--- config.mk ---
export PLATFORM = sky130hd
export DESIGN_NAME = proc_control_unit
export DESIGN_NICKNAME = d
export VERILOG_FILES = /design/src/rtl/proc_pkg.sv /design/src/rtl/instr_decoder.sv /design/src/rtl/proc_control_unit.sv
export SDC_FILE = /design/constraint.sdc
export NUM_CORES = 1
export LEC_CHECK = 0
export CORE_UTILIZATION = 37
export CTS_CLUSTER_DIAMETER = 80
export DETAILED_ROUTE_END_ITERATION = 10
export GPL_ROUTABILITY_DRIVEN = 0
export PLACE_DENSITY = 0.83
export SKIP_CTS_REPAIR_TIMING = 1
export SLEW_MARGIN = 20
export SYNTH_ARGS = -nofsm -noshare
export SYNTH_HDL_FRONTEND = slang
export SYNTH_SLANG_ARGS = --single-unit
--- constraint.sdc ---
create_clock -name clk -period 1.85 [get_ports clk]
set_input_delay 0.37 -clock clk [delete_from_list [all_inputs] [get_ports clk]]
set_output_delay 0.37 -clock clk [all_outputs]
set_load 0.05 [all_outputs]
--- src/rtl/proc_pkg.sv ---
// Shared types and constants for the 12-bit simple processor control path.
package proc_pkg;

  // Datapath widths
  localparam int PROC_IADDR_W = 3;
  localparam int PROC_INSTR_W = 12;
  localparam int PROC_RADDR_W = 3;
  localparam int PROC_DADDR_W = 4;

  // Opcodes; the remaining encodings (010, 011, 100, 111) are undefined
  typedef enum logic [2:0] {
    OP_LOAD  = 3'b000,
    OP_STORE = 3'b001,
    OP_ADD   = 3'b101,
    OP_SUB   = 3'b110
  } opcode_t;

  // Sequencer states, one instruction per FETCH..WB pass
  typedef enum logic [2:0] {
    ST_IDLE,
    ST_FETCH,
    ST_DECODE,
    ST_EXEC,
    ST_WB
  } state_t;

  // Instruction field positions
  localparam int OP_HI     = 11;
  localparam int OP_LO     = 9;
  localparam int ALU_WA_HI = 8;   // ALU destination register
  localparam int ALU_WA_LO = 6;
  localparam int MEM_R_HI  = 6;   // LOAD destination / STORE source register
  localparam int MEM_R_LO  = 4;
  localparam int RB_HI     = 5;   // second ALU operand
  localparam int RB_LO     = 3;
  localparam int RA_HI     = 2;   // first ALU operand
  localparam int RA_LO     = 0;
  localparam int DADDR_HI  = 3;   // data-memory word address
  localparam int DADDR_LO  = 0;

endpackage

--- src/rtl/instr_decoder.sv ---
// Combinational instruction decoder: IR -> register/memory addresses and op class.
// The field layout is fixed to the 12-bit encoding defined in proc_pkg.
module instr_decoder
  import proc_pkg::*;
(
  input  logic [PROC_INSTR_W-1:0] ir,
  output logic [PROC_RADDR_W-1:0] ra1,
  output logic [PROC_RADDR_W-1:0] ra2,
  output logic [PROC_RADDR_W-1:0] wa,
  output logic [PROC_DADDR_W-1:0] dmem_addr,
  output logic                    is_load,
  output logic                    is_store,
  output logic                    is_alu,
  output logic                    alu_sub,
  output logic                    illegal
);

  logic [2:0] op;
  assign op = ir[OP_HI:OP_LO];

  // Classify the opcode and pick the register fields that class uses
  always_comb begin
    is_load  = 1'b0;
    is_store = 1'b0;
    is_alu   = 1'b0;
    alu_sub  = 1'b0;
    illegal  = 1'b0;
    case (op)
      OP_LOAD:  is_load  = 1'b1;
      OP_STORE: is_store = 1'b1;
      OP_ADD:   is_alu   = 1'b1;
      OP_SUB: begin
        is_alu  = 1'b1;
        alu_sub = 1'b1;
      end
      default:  illegal  = 1'b1;
    endcase
    // ALU ops use the low/high operand fields; memory ops share the [6:4] register field
    ra1       = is_alu ? ir[RA_HI:RA_LO] : ir[MEM_R_HI:MEM_R_LO];
    ra2       = ir[RB_HI:RB_LO];
    wa        = is_alu ? ir[ALU_WA_HI:ALU_WA_LO] : ir[MEM_R_HI:MEM_R_LO];
    dmem_addr = ir[DADDR_HI:DADDR_LO];
  end

endmodule

--- src/rtl/proc_control_unit.sv ---
// Multicycle sequencer: owns PC and IR, runs FETCH/DECODE/EXEC/WB per instruction
// and drives regfile, ALU and data-memory strobes as decodes of state and IR.
module proc_control_unit
  import proc_pkg::*;
#(
  parameter int IADDR_W = PROC_IADDR_W,
  parameter int INSTR_W = PROC_INSTR_W,
  parameter int RADDR_W = PROC_RADDR_W,
  parameter int DADDR_W = PROC_DADDR_W
) (
  input  logic               clk,
  input  logic               reset_n,
  input  logic               start,
  input  logic               step_mode,
  output logic [IADDR_W-1:0] imem_addr,
  input  logic [INSTR_W-1:0] imem_data,
  output logic [RADDR_W-1:0] rf_ra1,
  output logic [RADDR_W-1:0] rf_ra2,
  output logic [RADDR_W-1:0] rf_wa,
  output logic               rf_we,
  output logic               rf_wsel,
  output logic               alu_sub,
  output logic [DADDR_W-1:0] dmem_addr,
  output logic               dmem_we,
  output logic               busy,
  output logic               done,
  output logic               illegal,
  output logic [IADDR_W-1:0] pc
);

  state_t               state_reg, state_next;
  logic [IADDR_W-1:0]   pc_reg, pc_next;
  logic [INSTR_W-1:0]   ir_reg, ir_next;
  logic                 step_reg, step_next;

  logic dec_load, dec_store, dec_alu, dec_illegal;

  instr_decoder u_dec (
    .ir        (ir_reg),
    .ra1       (rf_ra1),
    .ra2       (rf_ra2),
    .wa        (rf_wa),
    .dmem_addr (dmem_addr),
    .is_load   (dec_load),
    .is_store  (dec_store),
    .is_alu    (dec_alu),
    .alu_sub   (alu_sub),
    .illegal   (dec_illegal)
  );

  // ALU result feeds the regfile for ADD/SUB, data memory for LOAD
  assign rf_wsel   = dec_alu;
  assign imem_addr = pc_reg;
  assign pc        = pc_reg;
  assign busy      = (state_reg != ST_IDLE);

  // State, PC, IR and step latch; async reset drops any pending strobe at once
  always_ff @(posedge clk or negedge reset_n) begin
    if (!reset_n) begin
      state_reg <= ST_IDLE;
      pc_reg    <= '0;
      ir_reg    <= '0;
      step_reg  <= 1'b0;
    end else begin
      state_reg <= state_next;
      pc_reg    <= pc_next;
      ir_reg    <= ir_next;
      step_reg  <= step_next;
    end
  end

  // Next-state sequencing and strobe decode
  always_comb begin
    state_next = state_reg;
    pc_next    = pc_reg;
    ir_next    = ir_reg;
    step_next  = step_reg;
    rf_we      = 1'b0;
    dmem_we    = 1'b0;
    done       = 1'b0;
    illegal    = 1'b0;
    case (state_reg)
      ST_IDLE: begin
        // start is only honoured here, so a pulse while busy has no effect
        if (start) begin
          step_next  = step_mode;
          state_next = ST_FETCH;
        end
      end
      ST_FETCH: begin
        ir_next    = imem_data;
        state_next = ST_DECODE;
      end
      ST_DECODE: begin
        state_next = ST_EXEC;
      end
      ST_EXEC: begin
        dmem_we    = dec_store;
        illegal    = dec_illegal;
        state_next = ST_WB;
      end
      ST_WB: begin
        rf_we   = dec_load | dec_alu;
        pc_next = pc_reg + 1'b1;
        // Stop after one instruction in step mode, or once the PC wraps
        if (step_reg || (pc_reg == {IADDR_W{1'b1}})) begin
          done       = 1'b1;
          state_next = ST_IDLE;
        end else begin
          state_next = ST_FETCH;
        end
      end
      default: begin
        state_next = ST_IDLE;
      end
    endcase
  end

endmodule

==> metrics.txt <==
worst-path fanout max 7; failing checks negative setup slack; crit end category primary output; final worst path period share 107%; Largest register FFs 12; CP Data Arrival Time 1600 ps; synth-to-layout area growth 49.1%; Setup CP Type reg2out; Ports 42; Cells after Synth 80; vias in the first global route 609; antenna viol nets, final 0; Global Route Usage Sum 13.1%; largest net degree at the start of global routing 20; wire length of the first global-routing pass 2740 um; Worst path top cell family by delay flip-flops; Via density 4.89; number of CTS-inserted buffers 3; outcome finished with violations; clock transition at the registers of the reported paths 110 ps; Nets 141; Die H 54.6 um; H-tree depth 1; syn nets 98; Syn Std Cell Area 1020 um2; Cell variety after synth 23; Hold/Removal Path Class in2async; CTS sink cnt 19; most frequent cells in the layout buf_4 (22), mux2_2 (19), dfrtp_1 (16); Slowest-stage cell, CP dfrtp_2; CTS tree built; #FFs+latches synth 19; clock root buffer master clkbuf_4; n_diodes 0; yosys warns 0; initial antenna violation count 0; via count 743; Tmin final 1970 ps; Final Hold Vio Count 0; max_slew headroom 82.4%; I/O Buffers 41; routed len/inst 13.8 um; Buf+Inv Stages, Crit Path 1; Storage cell area 479 um2; GRT Residual Overflow 0; critical path launch point type flip-flop; Final Setup Violations 8; final setup margin -123 ps; area occupied by multi-input gates 469 um2; max-cap check violation count 0; Slew Limit Fails 0; clock latency on the worst-skew pair 300 ps; core area 2540 um2; Seq/Total Area, Yosys 46.5%; most common cell after layout, fill and taps aside buf_4; row count 18; maximum clock frequency 0.507 GHz; Final TNS setup -744 ps; RSZ-0062 raised after global routing yes; critical path, cell by cell xor2_1 > nand2_2 > mux2_2 > buf_6; Tightest Pin Transition 262 ps; layout filler cell count 220; Total Wirelength 2100 um; Die Wd 54.6 um; Syn Area/Cell 12.8 um2; drt drc 0; DRT Pass-1 Iters 3; DR iter-0 viols 4; CP max stage delay 450 ps; fraction of layout cells with a size suffix above 1 60.7%; Worst EP required 1480 ps; hpwl dp 1490 um; Layout Skew 5.58 ps; Die Area 2980 um2; CTS Buffer Depth 2; Initial Util 40.2%
## final cells by class
type | instances | area share (%)
clock buffers | 3 | 1.48
clock inverters | 1 | 0.328
well taps | 30 | 2.46
multi-input cells | 47 | 30.7
repair buffers | 50 | 33.1
inverters | 2 | 0.492
flip-flops and latches | 19 | 31.4
## per-stage QoR
step	util (%)	hold WS, ps	cells	instance area [um2]	worst slack (ps)
final	60.0	393	152	1530	-123
after global routing	60.0	404	152	1530	-177
after CTS	56.1	393	145	1430	-209
after detailed placement	55.0	515	141	1400	144
after global placement	55.0	491	141	1400	185
after floorplan	-	74.4	80	1040	42.0
## logic make-up (layout without fill, tap and decap cells)
family          count (synthesis)  in the layout  synth area share (%)
flops                          19             19                  46.5
mux                            21             21                  23.8
simple gates                   17             17                  11.6
buf+inv                        14             56                  10.3
xor+xnor                        4              4                  3.42
fa+ha+maj                       2              2                  2.44
compound gates                  3              3                  1.96
## cell usage after synthesis
master    instances  share of area [%]
nor3b_1           1               0.73
mux2_2           19                 21
and2_1            1               0.61
nor3b_4           1                1.8
o21a_1            1               0.73
xnor2_1           2                1.7
nor2b_1           3                1.8
o21bai_1          1               0.73
nor2_1            3                1.1
ha_1              2                2.4
nand2_2           1               0.61
buf_6             2                2.2
and2_4            1               0.86
nor2_2            1               0.61
mux2_4            2                2.9
or3_2             1               0.73
buf_4            10                7.3
dfrtp_1          19                 46
nor3_1            1               0.49
xor2_1            2                1.7
a21oi_1           1               0.49
inv_1             2               0.73
nand3b_1          3                2.2
## final timing paths
kind	endpoint	depth (start not counted)	slack (ps)	from
max in group asynchronous	state_reg[2]	2	1230	reset_n
min in group clk	state_reg[1]	1	500	state_reg[2]
min	ir_reg[2]	2	390	reset_n
min reg2reg	state_reg[1]	1	500	state_reg[2]
max	rf_wa[2]	4	-120	ir_reg[10]
max reg2reg	ir_reg[10]	4	380	state_reg[1]
## routing by layer
metal / track usage (%) / vias up / routed length, um / share of wire, %
met5: 0 / - / 0 / 0
met4: 6.41 / 0 / 9 / 0.43
met3: 2.50 / 2 / 91 / 4.3
met2: 21.1 / 24 / 1170 / 56
met1: 16.5 / 371 / 829 / 40
li1: - / 346 / - / -
Power is left out: the tool's default activity adds up to more than one toggle a clock period on the data nets, which glitch-free logic cannot reach.
